## config.mk

```make
export PLATFORM = sky130hd
export DESIGN_NAME = mips32_prog_loader_flat
export DESIGN_NICKNAME = d
export VERILOG_FILES = /design/src/rtl/mips32_prog_loader_if.sv /design/src/rtl/mips32_prog_loader.sv /design/src/flat_wrapper.sv
export SDC_FILE = /design/constraint.sdc
export NUM_CORES = 1
export LEC_CHECK = 0
export BUFFER_PORTS_ARGS = -buffer_cell sky130_fd_sc_hd__buf_2
export CORE_AREA = 3 3 102 124
export DETAILED_ROUTE_END_ITERATION = 12
export DIE_AREA = 0 0 105 127
export PLACE_DENSITY = 0.73
export SYNTH_ARGS = -nofsm -noshare
export SYNTH_HDL_FRONTEND = slang
export SYNTH_SLANG_ARGS = --single-unit
export TNS_END_PERCENT = 10
```

## constraint.sdc

```tcl
create_clock -name clk -period 4 [get_ports clk]
set_input_delay 0.8 -clock clk [delete_from_list [all_inputs] [get_ports clk]]
set_output_delay 0.8 -clock clk [all_outputs]
set_load 0.01 [all_outputs]
```

## src/rtl/mips32_prog_loader_if.sv

```systemverilog
// Loader bus: start/stream handshake in, memory write port and
// core status out. master = host/tb side, slave = loader.
interface mips32_prog_loader_if #(
  parameter int ADDR_W = 10
);
  logic              start;
  logic              in_valid;
  logic [7:0]        in_data;
  logic              in_ready;
  logic              mem_we;
  logic [ADDR_W-1:0] mem_addr;
  logic [31:0]       mem_wdata;
  logic              core_hold;
  logic              done;
  logic              load_err;
  logic [ADDR_W:0]   words_loaded;

  modport master (
    output start, in_valid, in_data,
    input  in_ready, mem_we, mem_addr, mem_wdata,
    input  core_hold, done, load_err, words_loaded
  );

  modport slave (
    input  start, in_valid, in_data,
    output in_ready, mem_we, mem_addr, mem_wdata,
    output core_hold, done, load_err, words_loaded
  );
endinterface

```

## src/rtl/mips32_prog_loader.sv

```systemverilog
// Boot loader: framed big-endian byte stream -> memory words,
// holds the core until the XOR checksum of the image matches.
// Ports: clk, rst (async, active-high), bus (slave modport):
//   start, in_valid/in_data/in_ready stream, mem_we/mem_addr/
//   mem_wdata write port, core_hold, done, load_err, words_loaded.
module mips32_prog_loader #(
  parameter int ADDR_W    = 10,
  parameter int MEM_DEPTH = 1024,
  parameter int BASE_ADDR = 0
) (
  input logic                  clk,
  input logic                  rst,
  mips32_prog_loader_if.slave  bus
);

  typedef enum logic [2:0] {
    IDLE, LEN_HI, LEN_LO, WORD,
    WRITE, CSUM, DONE, ERR
  } state_t;

  localparam logic [ADDR_W-1:0] BASE = ADDR_W'(BASE_ADDR);

  state_t            state_q, state_d;
  logic [15:0]       count_q, count_d;
  logic [15:0]       widx_q, widx_d;
  logic [7:0]        csum_q, csum_d;
  logic [1:0]        bidx_q, bidx_d;
  logic [31:0]       word_q, word_d;
  logic              we_q, we_d;
  logic [ADDR_W-1:0] addr_q, addr_d;
  logic [31:0]       wdata_q, wdata_d;

  logic              rdy;
  logic              xfer;
  logic [15:0]       n_w;
  logic [31:0]       end_w;

  assign rdy = (state_q == LEN_HI) || (state_q == LEN_LO) ||
               (state_q == WORD)   || (state_q == CSUM);
  assign xfer = bus.in_valid && rdy;

  // Length as it will be once LEN_LO is latched; used for
  // the overflow check in the same cycle.
  assign n_w   = {count_q[15:8], bus.in_data};
  assign end_w = 32'(BASE_ADDR) + {16'h0, n_w};

  always_ff @(posedge clk or posedge rst) begin
    if (rst) begin
      state_q <= IDLE;
      count_q <= '0;
      widx_q  <= '0;
      csum_q  <= '0;
      bidx_q  <= '0;
      word_q  <= '0;
      we_q    <= 1'b0;
      addr_q  <= '0;
      wdata_q <= '0;
    end else begin
      state_q <= state_d;
      count_q <= count_d;
      widx_q  <= widx_d;
      csum_q  <= csum_d;
      bidx_q  <= bidx_d;
      word_q  <= word_d;
      we_q    <= we_d;
      addr_q  <= addr_d;
      wdata_q <= wdata_d;
    end
  end

  always_comb begin
    state_d = state_q;
    count_d = count_q;
    widx_d  = widx_q;
    csum_d  = csum_q;
    bidx_d  = bidx_q;
    word_d  = word_q;
    we_d    = 1'b0;
    addr_d  = addr_q;
    wdata_d = wdata_q;
    unique case (state_q)
      IDLE, DONE, ERR: begin
        if (bus.start) begin
          state_d = LEN_HI;
          count_d = '0;
          widx_d  = '0;
          csum_d  = '0;
          bidx_d  = '0;
        end
      end
      LEN_HI: begin
        if (xfer) begin
          count_d[15:8] = bus.in_data;
          csum_d = csum_q ^ bus.in_data;
          state_d = LEN_LO;
        end
      end
      LEN_LO: begin
        if (xfer) begin
          count_d[7:0] = bus.in_data;
          csum_d = csum_q ^ bus.in_data;
          if (end_w > 32'(MEM_DEPTH))
            state_d = ERR;
          else if (n_w == 16'h0)
            state_d = CSUM;
          else
            state_d = WORD;
        end
      end
      WORD: begin
        if (xfer) begin
          word_d = {word_q[23:0], bus.in_data};
          csum_d = csum_q ^ bus.in_data;
          bidx_d = bidx_q + 2'd1;
          if (bidx_q == 2'd3) begin
            // Write strobe is registered so it lines
            // up with the WRITE state cycle.
            state_d = WRITE;
            we_d    = 1'b1;
            addr_d  = BASE + widx_q[ADDR_W-1:0];
            wdata_d = word_d;
          end
        end
      end
      WRITE: begin
        widx_d = widx_q + 16'd1;
        if (widx_d == count_q)
          state_d = CSUM;
        else
          state_d = WORD;
      end
      CSUM: begin
        if (xfer) begin
          if (bus.in_data == csum_q)
            state_d = DONE;
          else
            state_d = ERR;
        end
      end
      default: state_d = IDLE;
    endcase
  end

  assign bus.in_ready     = rdy;
  assign bus.mem_we       = we_q;
  assign bus.mem_addr     = addr_q;
  assign bus.mem_wdata    = wdata_q;
  assign bus.done         = (state_q == DONE);
  assign bus.load_err     = (state_q == ERR);
  assign bus.core_hold    = (state_q != DONE);
  assign bus.words_loaded = widx_q[ADDR_W:0];

endmodule

```

## src/flat_wrapper.sv

```systemverilog
// flat-port wrapper written by rule: the top's interface ports become plain ports
module mips32_prog_loader_flat 
#(
  parameter int ADDR_W    = 10,
  parameter int MEM_DEPTH = 1024,
  parameter int BASE_ADDR = 0
)
  (clk, rst, bus_start, bus_in_valid, bus_in_data, bus_in_ready, bus_mem_we, bus_mem_addr, bus_mem_wdata, bus_core_hold, bus_done, bus_load_err, bus_words_loaded);
  mips32_prog_loader_if #(.ADDR_W(ADDR_W)) bus_i ();
  input logic clk;
  input logic rst;
  input wire logic [$bits(bus_i.start)-1:0] bus_start;
  input wire logic [$bits(bus_i.in_valid)-1:0] bus_in_valid;
  input wire logic [$bits(bus_i.in_data)-1:0] bus_in_data;
  output wire logic [$bits(bus_i.in_ready)-1:0] bus_in_ready;
  output wire logic [$bits(bus_i.mem_we)-1:0] bus_mem_we;
  output wire logic [$bits(bus_i.mem_addr)-1:0] bus_mem_addr;
  output wire logic [$bits(bus_i.mem_wdata)-1:0] bus_mem_wdata;
  output wire logic [$bits(bus_i.core_hold)-1:0] bus_core_hold;
  output wire logic [$bits(bus_i.done)-1:0] bus_done;
  output wire logic [$bits(bus_i.load_err)-1:0] bus_load_err;
  output wire logic [$bits(bus_i.words_loaded)-1:0] bus_words_loaded;
  assign bus_i.start = bus_start;
  assign bus_i.in_valid = bus_in_valid;
  assign bus_i.in_data = bus_in_data;
  assign bus_in_ready = bus_i.in_ready;
  assign bus_mem_we = bus_i.mem_we;
  assign bus_mem_addr = bus_i.mem_addr;
  assign bus_mem_wdata = bus_i.mem_wdata;
  assign bus_core_hold = bus_i.core_hold;
  assign bus_done = bus_i.done;
  assign bus_load_err = bus_i.load_err;
  assign bus_words_loaded = bus_i.words_loaded;
  mips32_prog_loader #(.ADDR_W(ADDR_W), .MEM_DEPTH(MEM_DEPTH), .BASE_ADDR(BASE_ADDR)) u_core (.clk(clk), .rst(rst), .bus(bus_i));
endmodule
```

# After elaboration in Yosys (flattened, before gate mapping)

Index checks and enable logic that the tools add are counted.
Widths: inputs -> output; s select.

Add/subtract/negate cells: 2
Reduce and logical (&&, ||, !) cells: 21
Equality and inequality tests: 18
Muxes and demuxes: 25
Bitwise gates (word level): 1
Magnitude comparators: 1

Operators with widths:

| operator              | count |
|---|---|
| $pmux 8 s2            | 3 |
| $pmux 16 s2           | 1 |
| $mux 3                | 9 |
| $mux 8                | 3 |
| $pmux 3 s6            | 1 |
| $add 16x1->16 const B | 1 |
| $eq 16x16->1          | 1 |
| $gt 16x11->1 const B  | 1 |
| $logic_not 16->1      | 1 |
| $mux 16               | 1 |
| $reduce_and 3->1      | 5 |
| $eq 3x3->1 const B    | 4 |
| $ne 2x1->1 const B    | 5 |
| $reduce_bool 2->1     | 5 |
| $eq 8x8->1            | 1 |
| $xor 8x8->8           | 1 |
| $eq 3x2->1 const B    | 2 |
| $reduce_and 6->1      | 1 |
| $reduce_or 3->1       | 2 |
| $mux 1                | 4 |
| $mux 2                | 2 |
| $ne 2x2->1 const B    | 2 |
| $pmux 2 s2            | 1 |
| $reduce_and 2->1      | 2 |
| 7 further kinds       | 9 |

Output and inout port bits: 58
Register bits after elaboration: 112

# Logic depth before layout (Yosys ltp)

Gate-level depths: netlist of the first run.

Depth in word-level cells: 7
Depth in mapped cells: 9
Mapped depth without buffers: 7

# Least setup slack after synthesis of the first run

OpenSTA, ideal clock, no wires.

Path type: input-to-reg
Start point: input port bus_in_data[0]
End point: register u_core.state_q[2]
Stages: 7
Data arrival time: 2.020 ns
Setup slack: 1.862 ns
Required time: 3.881 ns
Path through: clkbuf_1 -> nor4_1 -> nand3_1 -> mux2i_1 -> o31a_1 -> a21oi_1 -> a21bo_1

Word-level cells in the longest chain between the ends: 5

RTL lines:

| item                                                 | RTL line                  | text |
|---|---|---|
| start: declaration                                   | flat_wrapper.sv:14        | `input wire logic [$bits(bus_i.in_data)-1:0] bus_in_data;` |
| branches (longest 2 deep; another with $gt 16x11->1) | -                         |  |
| $mux 3 (*)                                           | mips32_prog_loader.sv:102 | `if (end_w > 32'(MEM_DEPTH))` |
| $mux 3 (*)                                           | mips32_prog_loader.sv:99  | `if (xfer) begin` |
| $pmux 3 s6 (*)                                       | mips32_prog_loader.sv:81  | `unique case (state_q)` |
| end signal: assignment                               | mips32_prog_loader.sv:59  | `state_q <= state_d;` |
| end: declaration                                     | mips32_prog_loader.sv:23  | `state_t state_q, state_d;` |

Every way passes the cells marked *. The select of a mux whose other input is x is not followed.
A chain may end at the register's enable or synchronous reset.

# Worst setup path after layout of the first run

Start point: register u_core.widx_q[2]
End point: register u_core.state_q[1]

Word-level cells in the longest chain between the ends: 4

RTL lines:

| item                     | RTL line                  | text |
|---|---|---|
| start: declaration       | mips32_prog_loader.sv:25  | `logic [15:0] widx_q, widx_d;` |
| start signal: assignment | mips32_prog_loader.sv:61  | `widx_q <= widx_d;` |
| $add 16x1->16            | mips32_prog_loader.sv:126 | `widx_d = widx_q + 16'd1;` |
| $eq 16x16->1             | mips32_prog_loader.sv:127 | `if (widx_d == count_q)` |
| $mux 3                   | mips32_prog_loader.sv:127 |  |
| $pmux 3 s6               | mips32_prog_loader.sv:81  |  |

No other way between the ends.

==> results.json, run 1 <==
{
  "cts_num_sinks": 112,
  "cp_slowest_cell": "or2_0",
  "place_hpwl_um": 8710,
  "commonest_non_fill_non_tap_cell_in_the_layout": "nand2_1",
  "routed_wirelength_um": 12900,
  "timing.final.setup_violations": 0,
  "largest_family_of_logic_cells_by_synthesized_area": "simple AND/OR/NAND/NOR gates",
  "grt_antenna_before_repair": 0,
  "post_placement_cell_count": 825,
  "post_cts_resize_count": 0,
  "hold_path_class": "reg -> reg",
  "final_layout_size_suffix_gt1_share_pct": 15.1,
  "filler_cell_count": 1071,
  "post_synth_instance_area_mm2": 0.00562,
  "max_clock_freq_mhz": 396,
  "leakage_uw": 0.00321,
  "ys_ff_latch": 112,
  "finalMaxSlewViolations": 0,
  "cp-start-kind": "register",
  "yosysWarnings": 0,
  "seq_area_frac_synth_pct": 49.9,
  "yosys.area_share.adder_pct": 0.445,
  "gr-usage-all-layers_pct": 19.6,
  "die_h_um": 127,
  "design.final.nets": 693,
  "multiplexer_area_fraction_after_synthesis_pct": 0.735,
  "critical-path-max-stage-delay_ns": 0.55,
  "std_cell_rows": 43,
  "cp.required_ns": 4.21,
  "worst_pin_slew_ns": 0.974,
  "worst_ep_arrival_time_ns": 2.74,
  "number_of_flops_mapped_to_enable_cells_by_yosys": 0,
  "cts_buffers": 9,
  "antenna_cells": 0,
  "first_global_vias": 4471,
  "area_growth_pct": 10.4,
  "port_buffers": 69,
  "post_synth_and_or_nand_nor_area_fraction_pct": 26.4,
  "cts_root_buf": "clkbuf_16",
  "crit_path_end_kind": "register",
  "final_count_of_hold_timing_violations": 0,
  "maxCapViolCount": 0,
  "num_io_pins": 70,
  "maxSlewHeadroom_pct": 34.7,
  "cp.buffers_inverters": 0,
  "initial_utilization_pct": 48.8,
  "layoutNonFillerInstCount": 841,
  "die_w_um": 105,
  "routed_wire_length_per_instance_um": 15.3,
  "finalClockSkew_ns": 0.0110,
  "most_used_cells_in_the_layout_excluding_fill_and_tap_cells": "231 x nand2_1, 112 x dfrtp_1, 69 x buf_2",
  "synth_cell_type_count": 57,
  "preCtsSetupSlack_ns": 1.37,
  "seq_area_mm2": 0.00280,
  "outcome": "finished clean",
  "count_of_vias_placed_by_the_detailed_router": 4546,
  "synth_compound_area_share_pct": 11.6,
  "clk_path_buf_depth": 2,
  "worstSkewPairLatency_ns": 0.36,
  "irDropWorstVdd_uv": 259,
  "clock_tree_from_tritoncts": "yes",
  "vias_per_cell": 5.41,
  "detail_route.drc_violations": 0,
  "clkTransAtPathRegs_ns": 0.08,
  "period_minus_slack_ns": 2.52,
  "postSynth.asyncResetShare_pct": 100,
  "critical_path.cell_chain": "nand3_1, or2_0, nor3_1, a21oi_1, nor4_2, a31oi_1",
  "drtIter0Drc": 384,
  "detail-route-antenna-nets": 0,
  "core_area_mm2": 0.0115,
  "cts.htree.levels": 3,
  "rsz0062_at_grt": "no",
  "layout_setup_ws_ns": 1.48,
  "synth_xor_xnor_area_share_pct": 4.36,
  "dieArea_mm2": 0.0133,
  "globalplace.congestion": 0.840,
  "synthCells": 654,
  "totalNegativeSetupSlack_ns": 0,
  "cts_setup_buffers": 0,
  "postCtsHoldBufs": 0,
  "global_route.overflow_total": 0,
  "dr.pass1.iters": 5,
  "ys.flop_type": "dfrtp_1",
  "worst-path-max-fanout": 12,
  "powerDensity_mw_per_mm2": 646,
  "cpLargestDelayFamily": "simple AND/OR/NAND/NOR gates",
  "synth_area_per_cell_um2": 8.59,
  "fin_util_pct": 53.9,
  "multiInputGateArea_mm2": 0.00245,
  "grt_pass1_wl_um": 21400,
  "type_of_the_setup_path_with_the_least_slack": "reg -> reg",
  "final.period_utilization_pct": 63.1,
  "largest_net_degree_at_the_start_of_global_routing": 64,
  "mappedNetlistNets": 668
}
[worst min-delay path, delay by kind of cell (launching register included)]
| kind | cells | cell delay (ns) |
|---|---|---|
| AND/OR/NAND/NOR | 2 | 0.10 |
| flip-flops | 1 | 0.34 |
[kinds of logic (layout without fill, tap and decap cells)]
logic type,Yosys count,after routing
multiplexers,4,4
AO/OA/AOI/OAI,101,101
AND/OR/NAND/NOR,333,333
XOR/XNOR,28,28
adder cells (fa/ha/maj),2,2
flip-flops,112,112
buffers and inverters,74,104
[synthesized netlist by cell type, types with 6 or more instances]
cell	instances	area share (%)
a21oi_1	9	0.80
a22o_1	10	1.6
a31oi_1	6	0.67
buf_2	16	1.4
buf_4	13	1.7
clkbuf_1	24	1.6
dfrtp_1	112	50
inv_1	14	0.93
nand2_1	231	15
nand2b_1	13	1.4
nand3_1	18	1.6
nand4_1	6	0.67
nor2_1	28	1.9
nor3_1	6	0.53
o21ai_0	20	1.8
o21ai_1	31	2.8
o31ai_1	7	0.93
xnor2_1	19	3.0
xor2_1	9	1.4
[power breakdown]
group | switching, uW | internal (uW) | total [uW]
sequential | 334 | 1470 | 1800
clock | 439 | 520 | 958
combinational | 723 | 524 | 1250
total | 1500 | 2510 | 4010
[per-stage QoR]
stage	hold WS (ns)	power (uW)	area (um2)
final	0.471	4010	6200
after global routing	0.491	4270	6200
after CTS	0.477	4020	6200
after detailed placement	0.458	3070	5880
after global placement	0.451	3000	5880
after floorplan	0.439	2680	5620
[flip-flops by register name (all words and copies together), names as in the netlist]
signal / cells
u_core.count_q: 16
u_core.widx_q: 16
u_core.word_q: 24
u_core.bus.mem_addr: 10
u_core.bus.mem_we: 1
u_core.bus.mem_wdata: 32
u_core.csum_q: 8
u_core.bidx_q: 2
u_core.state_q: 3
[final cells by class]
type,instances,area share [%]
flip-flops and latches,112,45.2
multi-input cells,468,39.4
repair buffers,73,6.05
clock buffers,10,3.85
well taps,157,3.17
clock inverters,6,1.37
inverters,15,0.948
[path summary, 6_finish.rpt]
path	depth (start not counted)	slack, ns	to	from
setup reg to reg	6	1.48	u_core.state_q[1]	u_core.widx_q[2]
hold reg to reg	2	0.47	u_core.bus.mem_wdata[13]	u_core.bus.mem_wdata[13]
setup / recovery	6	1.48	u_core.state_q[1]	u_core.widx_q[2]
hold / removal	2	0.47	u_core.bus.mem_wdata[13]	u_core.bus.mem_wdata[13]
max in group asynchronous	3	2.56	u_core.widx_q[3]	rst
min in group asynchronous	2	0.58	u_core.bus.mem_addr[0]	rst
[metal layers]
layer  vias up  wire length, um  GRT usage (%)
met1      2207             5640           25.4
li1       2192                -              -
met3        27              604           3.18
met2       120             6350           32.6
met5         -                0              0
met4         0              313           8.96
No activity file was read; power rests on OpenSTA's default activity.
==> run 2: changes to the inputs <==
PLACE_DENSITY = 0.76   (was 0.73)
clock period = 2.1 ns   (was 4 ns; I/O delays follow)
==> run 2 against run 1 <==
  * Routed wire length grew 6.1%
  * Sequential power is 84% higher
  * Setup slack worse by 1.4 ns
  * Clock-buffer cell count shrank 1
  * Register-to-register slack got worse by 1.3 ns
  * Flip-flop and latch count is the same
  * Critical path depth down 1
  * Via count grew 2.8%
  * Core utilization increased by 3.2 points
  * First-iteration DRC count fell by 21%
  * Clock skew increased by 0.0020 ns
  * Combinational power rose by 110%
  * Critical endpoint is now bus_done
  * Largest cell class unchanged
==> results.json, run 2 (synthesis results as in run 1) <==
{
  "global_route.overflow_total": 0,
  "critical_path.cell_chain": "buf_4, nand2_1, or2_1, inv_1, buf_2",
  "die_h_um": 127,
  "finalMaxSlewViolations": 0,
  "cts_root_buf": "clkbuf_16",
  "cp-start-kind": "register",
  "worst_pin_slew_ns": 0.583,
  "worstSkewPairLatency_ns": 0.36,
  "maxSlewHeadroom_pct": 61.0,
  "outcome": "finished clean",
  "finalClockSkew_ns": 0.0130,
  "p_clk_share_pct": 22.9,
  "design.final.nets": 732,
  "routed_wirelength_um": 13700,
  "clkTransAtPathRegs_ns": 0.08,
  "gr-usage-all-layers_pct": 21.2,
  "clock_tree_from_tritoncts": "yes",
  "leakage_uw": 0.00344,
  "cts.htree.levels": 3,
  "grt_pass1_wl_um": 22900,
  "hold_path_class": "in -> reg",
  "power.net_switching_uw": 2980,
  "worst_hold_slack_ns": 0.445,
  "power.share.sequential_pct": 42.6,
  "final_layout_size_suffix_gt1_share_pct": 20.3,
  "layoutNonFillerInstCount": 880,
  "commonest_non_fill_non_tap_cell_in_the_layout": "nand2_1",
  "type_of_the_setup_path_with_the_least_slack": "reg -> out",
  "worst-path-max-fanout": 10,
  "cp.required_ns": 1.68,
  "cts_buffers": 9,
  "totalNegativeSetupSlack_ns": 0,
  "port_buffers": 69,
  "largest_net_degree_at_the_start_of_global_routing": 63,
  "critical-path-max-stage-delay_ns": 0.52,
  "period_minus_slack_ns": 1.98,
  "cp_slowest_cell": "dfrtp_1",
  "reg2reg_depth": 6,
  "routed_wire_length_per_instance_um": 15.6,
  "core_area_mm2": 0.0115,
  "place_hpwl_um": 9600,
  "timing.final.setup_violations": 0,
  "cpLargestDelayFamily": "flip-flops",
  "grt_antenna_before_repair": 0,
  "num_io_pins": 70,
  "final.period_utilization_pct": 94.2,
  "share_comb_of_total_power_pct": 34.5,
  "maxCapViolCount": 0,
  "final_count_of_hold_timing_violations": 0,
  "die_w_um": 105,
  "vias_per_cell": 5.31,
  "powerDensity_mw_per_mm2": 1180,
  "detail_route.drc_violations": 0,
  "area_growth_pct": 16.9,
  "count_of_vias_placed_by_the_detailed_router": 4674,
  "detail-route-antenna-nets": 0,
  "cts_num_sinks": 112,
  "power.share.switching_pct": 38.4,
  "most_used_cells_in_the_layout_excluding_fill_and_tap_cells": "231 x nand2_1, 108 x dfrtp_1, 69 x buf_2",
  "initial_utilization_pct": 48.8,
  "worst_hold_path.num_cells": 4,
  "largest_register_ffs": 32,
  "power_report.internal_total_uw": 4790,
  "crit_path_end_kind": "output pin",
  "antenna_cells": 0,
  "first_global_vias": 4516,
  "clk_path_buf_depth": 2,
  "worst_ep_arrival_time_ns": 1.56,
  "path_depth": 5,
  "rsz0062_at_grt": "no",
  "drtIter0Drc": 303,
  "dr.pass1.iters": 5,
  "cp.buffers_inverters": 3,
  "globalplace.congestion": 0.892,
  "dieArea_mm2": 0.0133,
  "std_cell_rows": 43,
  "max_clock_freq_mhz": 505,
  "post_placement_cell_count": 862,
  "irDropWorstVdd_uv": 466
}
[run 2: worst min-delay path, stage by stage]
cell and delay [ns]:
buf_2 0.09, buf_4 0.15, nand2_1 0.06, nand2_1 0.05
[run 2: what timing repair did]
item | in CTS | in global routing
hold endpoints to repair | 4 | 0
hold buffers | 1 | 0
setup buffers | 0 | 1
endpoints found under the setup margin | 0 | 2
resized for setup | 0 | 11
[run 2: metal layers]
layer  wire length [um]  share of wire [%]  global-route usage (%)
met2               7010                 51                    36.2
met1               5920                 43                    27.6
met4                279                2.0                    8.11
met3                475                3.5                    2.73
met5                  0                  0                       0
[run 2: final cells by class]
type                            instances  area, um2
Clock buffer                            9        225
Fill cell                            1049       4940
Clock inverter                          7       93.8
Sequential cell                       112       2810
Tap cell                              157        196
Multi-Input combinational cell        468       2490
Timing Repair Buffer                  112        696
Inverter                               15       60.1
[run 2: worst paths after layout]
| kind | startpoint | to | slack [ns] |
|---|---|---|---|
| worst min register to register | u_core.word_q[21] | u_core.bus.mem_wdata[29] | 0.47 |
| min in group asynchronous | rst | u_core.bus.mem_addr[0] | 0.52 |
| worst min-delay path | bus_in_data[2] | u_core.bus.mem_wdata[2] | 0.44 |
| worst max-delay path | u_core.state_q[2] | bus_done | 0.12 |
| max in group asynchronous | rst | u_core.widx_q[9] | 1.02 |
| worst max register to register | u_core.widx_q[4] | u_core.state_q[1] | 0.13 |
[run 2: power groups by stage]
stage          logic (uW)  clock network (uW)  registers (uW)
3_5_place_dp         2640                   0            3350
5_1_grt              3020                1890            3400
4_1_cts              2670                1800            3310
2_1_floorplan        1790                   0            3320
6_report             2680                1780            3310
3_3_place_gp         2580                   0            3310
[run 2: through the flow]
stage,cell area (um2),total power [uW],utilization (%),setup WS [ns]
floorplan,5620,5110,-,0.224
global placement,6180,5890,53.7,0.174
detailed placement,6180,5990,53.7,0.128
CTS,6510,7790,56.6,0.0940
global route,6570,8310,57.1,0.00780
finish,6570,7770,57.1,0.121
